## src/rtl/des_fp_out.sv

```systemverilog
// rtl/des_fp_out.sv - DES final permutation with byte-serial ciphertext output
module des_fp_out #(
    parameter bit SWAP_EN = 1'b1
) (
    input  logic        clk,
    input  logic        rst_n,
    input  logic [1:32] l16,
    input  logic [1:32] r16,
    input  logic        in_valid,
    output logic        in_ready,
    output logic [7:0]  byte_out,
    output logic        out_valid,
    input  logic        out_ready,
    output logic        out_last,
    output logic [15:0] blk_cnt
);

    typedef enum logic {
        IDLE,
        SEND
    } state_t;

    // C[i] = P[FP_TAB[i-1]]
    localparam logic [6:0] FP_TAB [64] = '{
        7'd40, 7'd8,  7'd48, 7'd16, 7'd56, 7'd24, 7'd64, 7'd32,
        7'd39, 7'd7,  7'd47, 7'd15, 7'd55, 7'd23, 7'd63, 7'd31,
        7'd38, 7'd6,  7'd46, 7'd14, 7'd54, 7'd22, 7'd62, 7'd30,
        7'd37, 7'd5,  7'd45, 7'd13, 7'd53, 7'd21, 7'd61, 7'd29,
        7'd36, 7'd4,  7'd44, 7'd12, 7'd52, 7'd20, 7'd60, 7'd28,
        7'd35, 7'd3,  7'd43, 7'd11, 7'd51, 7'd19, 7'd59, 7'd27,
        7'd34, 7'd2,  7'd42, 7'd10, 7'd50, 7'd18, 7'd58, 7'd26,
        7'd33, 7'd1,  7'd41, 7'd9,  7'd49, 7'd17, 7'd57, 7'd25
    };

    state_t      state_q, state_d;
    logic [2:0]  idx_q, idx_d;
    logic [1:64] hold_q, hold_d;
    logic [15:0] blk_cnt_q, blk_cnt_d;

    logic [1:64] p_pre;
    logic [1:64] c_perm;
    logic [6:0]  byte_base;
    logic        in_xfer;
    logic        out_xfer;
    logic        last_xfer;

    assign p_pre = SWAP_EN ? {r16, l16} : {l16, r16};

    for (genvar g = 0; g < 64; g++) begin : g_fp
        assign c_perm[g+1] = p_pre[FP_TAB[g]];
    end

    assign out_valid = (state_q == SEND);
    assign out_last  = (state_q == SEND) && (idx_q == 3'd7);
    // The only combinational path: a finishing block frees the register for a new one.
    assign in_ready  = (state_q == IDLE) || ((state_q == SEND) && (idx_q == 3'd7) && out_ready);

    assign in_xfer   = in_valid && in_ready;
    assign out_xfer  = out_valid && out_ready;
    assign last_xfer = out_xfer && (idx_q == 3'd7);

    assign byte_base = {1'b0, idx_q, 3'b000} + 7'd1;
    assign byte_out  = hold_q[byte_base +: 8];
    assign blk_cnt   = blk_cnt_q;

    always_comb begin
        state_d   = state_q;
        idx_d     = idx_q;
        hold_d    = hold_q;
        blk_cnt_d = blk_cnt_q;
        if (last_xfer) begin
            blk_cnt_d = blk_cnt_q + 16'd1;
        end
        if (in_xfer) begin
            hold_d  = c_perm;
            idx_d   = 3'd0;
            state_d = SEND;
        end else if (out_xfer) begin
            idx_d = idx_q + 3'd1;
            if (idx_q == 3'd7) begin
                state_d = IDLE;
            end
        end
    end

    always_ff @(posedge clk or negedge rst_n) begin
        if (!rst_n) begin
            state_q   <= IDLE;
            idx_q     <= 3'd0;
            hold_q    <= '0;
            blk_cnt_q <= 16'd0;
        end else begin
            state_q   <= state_d;
            idx_q     <= idx_d;
            hold_q    <= hold_d;
            blk_cnt_q <= blk_cnt_d;
        end
    end

endmodule

```

## config.mk

```make
export PLATFORM = sky130hd
export DESIGN_NAME = des_fp_out
export DESIGN_NICKNAME = d
export VERILOG_FILES = /design/src/rtl/des_fp_out.sv
export SDC_FILE = /design/constraint.sdc
export NUM_CORES = 1
export LEC_CHECK = 0
export ABC_AREA = 1
export BUFFER_PORTS_ARGS = -buffer_cell sky130_fd_sc_hd__buf_2
export CAP_MARGIN = 5
export CORE_MARGIN = 1
export CORE_UTILIZATION = 35
export CTS_CLUSTER_SIZE = 25
export DETAILED_ROUTE_END_ITERATION = 8
export HOLD_SLACK_MARGIN = 0.08
export PLACE_DENSITY = 0.67
export REMOVE_ABC_BUFFERS = 1
export SYNTH_ARGS = -nofsm -noshare
export SYNTH_HDL_FRONTEND = slang
export SYNTH_SLANG_ARGS = --single-unit
```

## constraint.sdc

```tcl
create_clock -name clk -period 1.6 [get_ports clk]
set_input_delay 0.16 -clock clk [delete_from_list [all_inputs] [get_ports clk]]
set_output_delay 0.16 -clock clk [all_outputs]
set_load 0.01 [all_outputs]
```

==> flow_summary.ini, run 1 <==
[worst_setup_path]
r2r-start = idx_q[1]$_DFFE_PN0P_
critPathLaunchType = flop
rrSetupSlack_ps = -60
rr_worst_depth = 9
critical_path_required_ps = 1440
crit_path_end_kind = primary output
criticalPathCategory = reg -> out
crit_fanout = 12
arrival_ps = 1690
reg2reg_to = idx_q[1]$_DFFE_PN0P_

[drt]
detail_route.iter0.violations = 234
drt_wl_total_mm = 12.41
num_vias = 4119
drc_errors = 0
antenna_left = 0
wl_per_cell_um = 14.58
via_per_inst = 4.840
first_pass_iters = 5

[logic_synthesis]
synth_top_area_share_pct = 52.34
synth_cell_types = 22
ys_ff_latch = 84
synth_common_cells = 261 x nand2_1, 84 x dfrtp_1, 48 x nor2_1
ys.flop_type = dfrtp_1
synth_edf_count = 0
synth_area_um2 = 4016
ys_seq_area_share_pct = 52.34
yosys-top-cells-area = dfrtp_1 52%, nand2_1 24%, o21ai_0 4.7%
async_flop_share_pct = 100.0
yosysTopAreaCell = dfrtp_1
synth.most_common_cell = nand2_1
syn_inst = 520
yosysWarnings = 0
syn_avg_cell_area_um2 = 7.724

[worst_hold_path]
min_to = blk_cnt[12]$_DFFE_PN0P_
hold_path.class = in -> reg
worstHoldStart = out_ready
holdPathStages = 4

[global_route]
grt_pass1_wl_mm = 18.56
met1_usage_pct = 25.21
use_met2_pct = 34.46
grt_overflow = 0
grt_max_degree = 85
busiest_layer = met2
grt_antenna_before_repair = 0
met3_usage_pct = 2.451
grt_util_all_layers_pct = 20.48
grt_pass1_vias = 3949

[finish]
finalNetCount = 777
drive_gt1_share_pct = 24.19
seq_area_um2 = 2102
fill_cells = 964
final_cells = 851
multiInputGateArea_um2 = 1778
antenna-diode-count = 0
syn2layout_area_growth_pct = 52.62

[die]
ios = 95
die_area_um2 = 11910
initial_core_util_pct = 36.41
num_rows = 38
fp.dieW_um = 109.1
core_region_area_um2 = 11030
die_h_um = 109.1

[power]
power_mw = 9.613
ir_drop_mv = 0.6596
power_density_nw_per_um2 = 1568
cellLeakagePower_nw = 3.183

[clock_tree]
cts_root_buffer = clkbuf_16
h-tree-depth = 3
cts.path.max_buffers = 2
cts_tree = yes
clock-sinks = 84
clock_latency_ps = 340
path_clk_slew_ps = 60
cts_buffers = 9

[sta]
tightest_slew_ps = 468.4
rsz0062_at_grt = true
relSlewSlack_pct = 68.77
setup-violations-final = 55
finalClockSkew_ps = 6.967
drv_slew = 0
finalHoldViolations = 0
layout_setup_ws_ps = -252.3
finalCriticalPeriod_ps = 1852
fmax_mhz = 539.9
fin_crit_sh_pct = 115.8

[status]
violations = setup timing
status = complete, but fails checks

[place]
port_buffers = 94
dp_hpwl_mm = 6.878
dp_slack_ps = -67.24
dp_cells = 754
gp_congestion = 0.8229

[run]
maxCapViolCount = 0
[cell type report]
cell class | instances | area share (%)
Timing Repair Buffer | 197 | 26.80
Inverter | 22 | 1.735
Clock buffer | 10 | 3.735
Multi-Input combinational cell | 392 | 29.01
Clock inverter | 6 | 1.572
Sequential cell | 84 | 34.29
Tap cell | 140 | 2.858
[worst max-delay path by stage]
| stage | start | end | slack, ps | cells past startpoint |
|---|---|---|---|---|
| 2_1_floorplan | idx_q[0]$_DFFE_PN0P_ | hold_q[10]$_DFFE_PN0P_ | -1480 | 8 |
| 3_3_place_gp | idx_q[0]$_DFFE_PN0P_ | hold_q[63]$_DFFE_PN0P_ | -10 | 9 |
| 3_5_place_dp | idx_q[0]$_DFFE_PN0P_ | hold_q[21]$_DFFE_PN0P_ | -70 | 9 |
| 4_1_cts | idx_q[0]$_DFFE_PN0P_ | byte_out[5] | -200 | 7 |
| 5_1_grt | idx_q[0]$_DFFE_PN0P_ | byte_out[4] | -260 | 8 |
| 6_report | idx_q[0]$_DFFE_PN0P_ | byte_out[0] | -250 | 7 |
[metrics by stage]
stage | util (%) | hold slack [ps] | instance area, um2 | TNS, ps
floorplan | - | -135.6 | 3859 | -102780
global placement | 42.92 | 230.8 | 4735 | -52.40
detailed placement | 42.92 | 236.8 | 4735 | -2336
CTS | 53.37 | 167.4 | 5887 | -1616
global route | 55.57 | 270.6 | 6130 | -7937
finish | 55.57 | 235.3 | 6130 | -2662
[kinds of logic after synthesis]
kind of cell / synth area share, %
adders and majority gates: 0.9347
buffers and inverters: 6.012
and+or+nand+nor: 31.74
DFF: 52.34
AOI/OAI and AO/OA: 7.227
xor gates and xnor gates: 1.745
[routing by layer]
metal	share of wire [%]	up-vias
li1	-	1999
met4	3.8	0
met1	41	1936
met3	4.4	37
met5	0	-
met2	51	147
[sequential cells by signal (all words and copies together) (netlist names)]
signal / cells
idx_q: 3
out_valid: 1
blk_cnt: 16
hold_q: 64
[report_power, final]
group / switching, mW / internal [mW] / total [mW]
sequential: 0.516 / 2.94 / 3.46
clock: 0.894 / 1.39 / 2.28
combinational: 2.10 / 1.77 / 3.87
total: 3.51 / 6.10 / 9.61
[worst max-delay path, cell delays in order, from the launching register on]
cell and delay [ps]:
dfrtp_1 410, buf_6 150, buf_12 140, o21ai_0 220, o22ai_1 130, nand2_1 70
nand2_1 90, buf_2 150
[layout by cell type (no fill, tap or decap), types with 3 or more instances in the layout]
cell type	instances
nand2_1	258
buf_2	93
dfrtp_1	84
dlygate4sd3_1	66
nor2_1	41
o21ai_0	24
inv_1	17
buf_4	15
o22ai_1	13
clkbuf_16	13
o21ai_1	10
nand3_1	9
buf_6	9
buf_12	8
xor2_1	6
nor2_4	5
o21ai_2	4
inv_8	3
nor2_2	3
o22ai_2	3
nand4_1	3
[repair_timing]
| action | 4_1_cts | 5_1_grt |
|---|---|---|
| endpoints found under the setup margin | 80 | 82 |
| gates resized for setup | 34 | 36 |
| buffers inserted | 5 | 2 |
| endpoints found under the hold margin | 149 | 0 |
| cloned | 3 | 5 |
| pin swaps | 7 | 14 |
| hold buffers | 66 | 0 |
Note: power is estimated with default switching activity, not from simulation.
==> inputs of run 2 (changes only) <==
--- a/config.mk
+++ b/config.mk
@@ -8,6 +8,7 @@
 export ABC_AREA = 1
 export BUFFER_PORTS_ARGS = -buffer_cell sky130_fd_sc_hd__buf_2
 export CAP_MARGIN = 5
+export CORE_ASPECT_RATIO = 1.4
 export CORE_MARGIN = 1
 export CORE_UTILIZATION = 35
 export CTS_CLUSTER_SIZE = 25
==> run 2 against run 1 <==
The flow still finishes with violations (setup timing). Sequential power is essentially flat. Worst hold slack gained 22 ps. Die area is essentially flat. Critical endpoint is now byte_out[5]. Wire length shrank 5.6%. Highest routed layer unchanged. Largest power group unchanged.
==> flow_summary.ini, run 2 (same netlist as run 1, synthesis figures left out) <==
[place]
port_buffers = 94
dp_hpwl_mm = 6.932
gp_congestion = 0.8821
dp_slack_ps = -57.63
placed_area_um2 = 4716
dp_cells = 754

[die]
core_region_area_um2 = 10980
ios = 95
die_h_um = 128.8
initial_core_util_pct = 36.58
die_area_um2 = 11910
num_rows = 45
fp.dieW_um = 92.54

[finish]
regMostFlops = hold_q
mostFrequentLayoutCells = 259 x nand2_1, 90 x buf_2, 84 x dfrtp_1
final_area_um2 = 6095
multiInputGateArea_um2 = 1802
syn2layout_area_growth_pct = 51.74
drive_gt1_share_pct = 24.68
fill_cells = 1024
finalNetCount = 771
largest_reg_flops = 64
post-route-util_pct = 55.51
antenna-diode-count = 0
seq_area_um2 = 2102
final_cells = 846
final_common_cell = nand2_1

[clock_tree]
cts.path.max_buffers = 2
clock_latency_ps = 340
path_clk_slew_ps = 60
cts_buffers = 9
cts_root_buffer = clkbuf_16
clock-sinks = 84
cts_tree = yes
h-tree-depth = 3

[worst_setup_path]
crit_chain = buf_6 > clkinv_8 > clkbuf_16 > o21ai_2 > o22ai_1 > nand2_1 > nand2_1 > buf_2
rrSetupSlack_ps = 0
critical_path_required_ps = 1440
cp_slowest_cell = dfrtp_1
crit_cells = 8
crit_path_end_kind = primary output
cp_top_family = buffers and inverters
crit_fanout = 6
rr_worst_depth = 9
path_common_cell = nand2_1
cp.buffers_inverters = 4
max_stage_delay_ps = 390
arrival_ps = 1590
critPathLaunchType = flop
criticalPathCategory = reg -> out

[sta]
setup-violations-final = 9
finalHoldViolations = 0
relSlewSlack_pct = 69.31
fin_setup_tns_ps = -1138
finalCriticalPeriod_ps = 1745
layout_setup_ws_ps = -145.4
fmax_mhz = 572.9
finalClockSkew_ps = 9.803
rsz0062_at_grt = true
fin_crit_sh_pct = 109.1
tightest_slew_ps = 460.4
drv_slew = 0
whs_ps = 257.7

[global_route]
grt_pass1_wl_mm = 18.22
grt_overflow = 0
grt_max_degree = 85
grt_util_all_layers_pct = 19.44
grt_antenna_before_repair = 0
grt_pass1_vias = 3946

[power]
p_int_mw = 6.164
power.share.sequential_pct = 36.3
ir_drop_mv = 0.6264
power_mw = 9.574
switching_share_pct = 35.62
clock_power_share_pct = 21.8
cellLeakagePower_nw = 3.137
power_density_nw_per_um2 = 1571
power_frac_comb_pct = 41.9
switching_power_mw = 3.410

[drt]
wl_met1_mm = 4.835
drt_wl_total_mm = 11.72
num_vias = 4024
drc_errors = 0
routed-wl-met3_um = 608
first_pass_iters = 4
detail_route.iter0.violations = 176
highest_layer = met4
met2_length_mm = 6.064
via_per_inst = 4.757
antenna_left = 0
wl_per_cell_um = 13.85

[run]
maxCapViolCount = 0

[status]
violations = setup timing
status = complete, but fails checks

[worst_hold_path]
holdPathStages = 5
hold_path.class = in -> reg
[run 2: worst paths after layout]
kind                                                 to                    from
worst min-delay path            blk_cnt[12]$_DFFE_PN0P_               out_ready
worst max register to register  blk_cnt[13]$_DFFE_PN0P_    idx_q[0]$_DFFE_PN0P_
worst max-delay path                        byte_out[5]    idx_q[0]$_DFFE_PN0P_
max in group asynchronous        blk_cnt[4]$_DFFE_PN0P_                   rst_n
min in group asynchronous        hold_q[26]$_DFFE_PN0P_                   rst_n
worst min register to register   hold_q[53]$_DFFE_PN0P_  hold_q[53]$_DFFE_PN0P_
[run 2: power groups by stage]
stage / logic, mW / clock network [mW] / registers, mW
finish: 4.01 / 2.09 / 3.48
global placement: 2.99 / 0 / 3.41
global route: 4.44 / 2.21 / 3.59
detailed placement: 3.07 / 0 / 3.42
CTS: 3.58 / 2.13 / 3.43
floorplan: 1.77 / 0 / 3.42
[run 2: final cells by class]
| type | instances | area share, % |
|---|---|---|
| clock buffer | 12 | 4.209 |
| clock inverter | 4 | 0.7801 |
| inverter | 22 | 1.704 |
| multi-input combinational | 392 | 29.56 |
| sequential | 84 | 34.49 |
| tap | 141 | 2.895 |
| timing repair buffer | 191 | 26.36 |
[run 2: timing repair]
action                                  CTS  global route
endpoints found under the setup margin   77            83
hold buffers                             66             0
endpoints found under the hold margin   149             0
gates resized for setup                  34            55
cloned                                    2             5
setup buffers                             3             0
pin swaps                                13             7
[run 2: metal layers]
metal,vias up,GRT usage (%)
met5,-,0
met4,0,6.710
met3,19,3.132
met2,126,35.08
met1,1889,23.29
li1,1990,-
[run 2: worst reg2reg max path, stage by stage (launching register included)]
cell	delay (ps)
dfrtp_1	390
ha_2	220
ha_4	150
nand3_4	100
buf_4	190
nor2_4	150
nand2_2	110
nor2_2	110
nand3_1	70
nand2_1	60
==> inputs of run 3 (changes only) <==
--- a/config.mk
+++ b/config.mk
@@ -5,7 +5,6 @@
 export SDC_FILE = /design/constraint.sdc
 export NUM_CORES = 1
 export LEC_CHECK = 0
-export ABC_AREA = 1
 export BUFFER_PORTS_ARGS = -buffer_cell sky130_fd_sc_hd__buf_2
 export CAP_MARGIN = 5
 export CORE_ASPECT_RATIO = 1.4
@@ -14,7 +13,7 @@
 export CTS_CLUSTER_SIZE = 25
 export DETAILED_ROUTE_END_ITERATION = 8
 export HOLD_SLACK_MARGIN = 0.08
-export PLACE_DENSITY = 0.67
+export PLACE_DENSITY = 0.68
 export REMOVE_ABC_BUFFERS = 1
 export SYNTH_ARGS = -nofsm -noshare
 export SYNTH_HDL_FRONTEND = slang
==> run 3 against run 2 <==
The run still ends with setup timing left. Maximum frequency down 16%. Clock power about the same. Synthesized cell count down 53%. Cell count down 32%. Largest cell class unchanged. Power down 5.0%. Highest routed layer unchanged. Register-to-register slack worse by 440 ps. Worst hold slack worse by 99 ps. Die area down 5.2%. Flip-flop and latch count unchanged. Global-route usage down 1.9 points. Combinational power down 12%.
==> flow_summary.ini, run 3 <==
[status]
status = complete, but fails checks
violations = setup timing

[die]
num_rows = 44
die_h_um = 125.3
die_area_um2 = 11290
ios = 95
core_region_area_um2 = 10460
initial_core_util_pct = 36.36
fp.dieW_um = 90.11

[logic_synthesis]
syn_avg_cell_area_um2 = 15.72
ys_ff_latch = 84
synth_top_area_share_pct = 55.26
ys.flop_type = dfrtp_1
syn_inst = 242
synth.most_common_cell = dfrtp_1
synth_edf_count = 0
yosys-top-cells-area = dfrtp_1 55%, mux2_2 22%, mux4_1 11%
async_flop_share_pct = 100.0
synth_cell_types = 24
yosysTopAreaCell = dfrtp_1
ys_seq_area_share_pct = 55.26
synth_common_cells = 84 x dfrtp_1, 74 x mux2_2, 16 x mux4_1
synth_area_um2 = 3804
yosysWarnings = 0

[place]
dp_hpwl_mm = 5.125
gp_congestion = 0.6984
port_buffers = 94
dp_slack_ps = -214.8

[finish]
finalNetCount = 500
fill_cells = 858
drive_gt1_share_pct = 54.38
antenna-diode-count = 0
regMostFlops = hold_q
mostFrequentLayoutCells = 85 x buf_2, 83 x dfrtp_1, 66 x mux2_2
largest_reg_flops = 64
final_common_cell = buf_2
syn2layout_area_growth_pct = 55.10

[global_route]
grt_overflow = 0
grt_util_all_layers_pct = 17.57
grt_antenna_before_repair = 0
grt_pass1_wl_mm = 15.10
grt_max_degree = 41
grt_pass1_vias = 3013

[drt]
wl_per_cell_um = 16.13
drt_wl_total_mm = 9.228
via_per_inst = 4.818
drc_errors = 0
detail_route.iter0.violations = 96
num_vias = 2756
antenna_left = 0
first_pass_iters = 4

[sta]
rsz0062_at_grt = true
layout_setup_ws_ps = -479.5
finalHoldViolations = 0
finalCriticalPeriod_ps = 2079
whs_ps = 158.5
relSlewSlack_pct = 75.13
finalClockSkew_ps = 6.146
fin_crit_sh_pct = 130.0
tightest_slew_ps = 373.1
setup-violations-final = 90
fmax_mhz = 480.9
drv_slew = 0

[worst_hold_path]
worstHoldStart = in_valid
holdPathStages = 2
min_to = out_valid$_DFFE_PN0P_
hold_path.class = in -> reg

[power]
ir_drop_mv = 0.8487
power_density_nw_per_um2 = 1541
cellLeakagePower_nw = 2.795
power_mw = 9.092

[clock_tree]
cts.path.max_buffers = 2
cts_tree = yes
cts_buffers = 9
clock-sinks = 84
h-tree-depth = 3
clock_latency_ps = 340
cts_root_buffer = clkbuf_16
path_clk_slew_ps = 60

[worst_setup_path]
critical_path_required_ps = 1440
critPathLaunchType = flop
arrival_ps = 1920
reg2reg_to = hold_q[57]$_DFFE_PN0P_
crit_fanout = 5
rr_worst_depth = 9
criticalPathCategory = reg -> out
r2r-start = idx_q[0]$_DFFE_PN0P_
rrSetupSlack_ps = -440
crit_path_end_kind = primary output

[run]
maxCapViolCount = 0
==> run 3: worst max path at each step <==
stage,endpoint,startpoint,slack (ps),cells after the start
floorplan,hold_q[10]$_DFFE_PN0P_,idx_q[0]$_DFFE_PN0P_,-1610,6
global placement,hold_q[3]$_DFFE_PN0P_,idx_q[0]$_DFFE_PN0P_,-170,7
detailed placement,hold_q[17]$_DFFE_PN0P_,idx_q[0]$_DFFE_PN0P_,-210,7
CTS,byte_out[2],idx_q[0]$_DFFE_PN0P_,-510,4
global route,hold_q[8]$_DFFE_PN0P_,idx_q[0]$_DFFE_PN0P_,-540,9
finish,byte_out[2],idx_q[0]$_DFFE_PN0P_,-480,4
==> run 3: final cells by class <==
class | count | area [um2] | share of cell area [%]
sequential | 84 | 2103 | 35.65
timing repair buffer | 188 | 1684 | 28.55
multi-input combinational | 144 | 1630 | 27.64
clock buffer | 10 | 239.0 | 4.051
tap | 138 | 172.7 | 2.927
clock inverter | 6 | 62.56 | 1.060
inverter | 2 | 7.507 | 0.1273
==> run 3: what timing repair did <==
item,CTS,global route
gates resized for setup,47,4
pin swaps,3,2
hold buffers,65,0
endpoints found under the setup margin,84,93
setup buffers,5,4
endpoints found under the hold margin,88,0
gates cloned,8,0
==> run 3: cells by family (layout without fill, tap and decap cells) <==
logic type | Yosys count | in the layout | share of synthesized area [%]
buf+inv | 14 | 206 | 2.270
fa+ha+maj | 3 | 3 | 0.9869
simple gates | 32 | 32 | 4.210
compound gates | 3 | 3 | 0.5921
flops | 84 | 84 | 55.26
xor+xnor | 15 | 15 | 3.454
mux | 91 | 91 | 33.22
==> run 3: stage by stage <==
| step | std cells | instance area, um2 | TNS, ps | util [%] |
|---|---|---|---|---|
| 3_3_place_gp | 474 | 4526 | -11660 | 43.27 |
| 6_report | 572 | 5899 | -33830 | 56.40 |
| 2_1_floorplan | 230 | 3725 | -109550 | - |
| 3_5_place_dp | 474 | 4526 | -14130 | 43.27 |
| 5_1_grt | 572 | 5899 | -42430 | 56.40 |
| 4_1_cts | 568 | 5828 | -32460 | 55.72 |
==> run 3: worst max-delay path, stage by stage, from the launching register on <==
cell     delay (ps)
dfrtp_2         500
buf_12          170
mux4_2          500
mux2_4          300
buf_6           120
==> run 3: layer usage <==
layer	up-vias	global-route usage [%]	part of all wire, %	wire length, um
met3	17	3.528	3.9	359
met1	1400	20.79	41	3797
met2	79	30.22	53	4846
li1	1260	-	-	-
met5	-	0	0	0
met4	0	8.824	2.4	224
==> run 3: power by group <==
group	switching (mW)	leakage, nW	internal (mW)
Sequential	0.494	1.04	2.99
Combinational	1.17	1.60	2.36
Clock	0.837	0.153	1.25
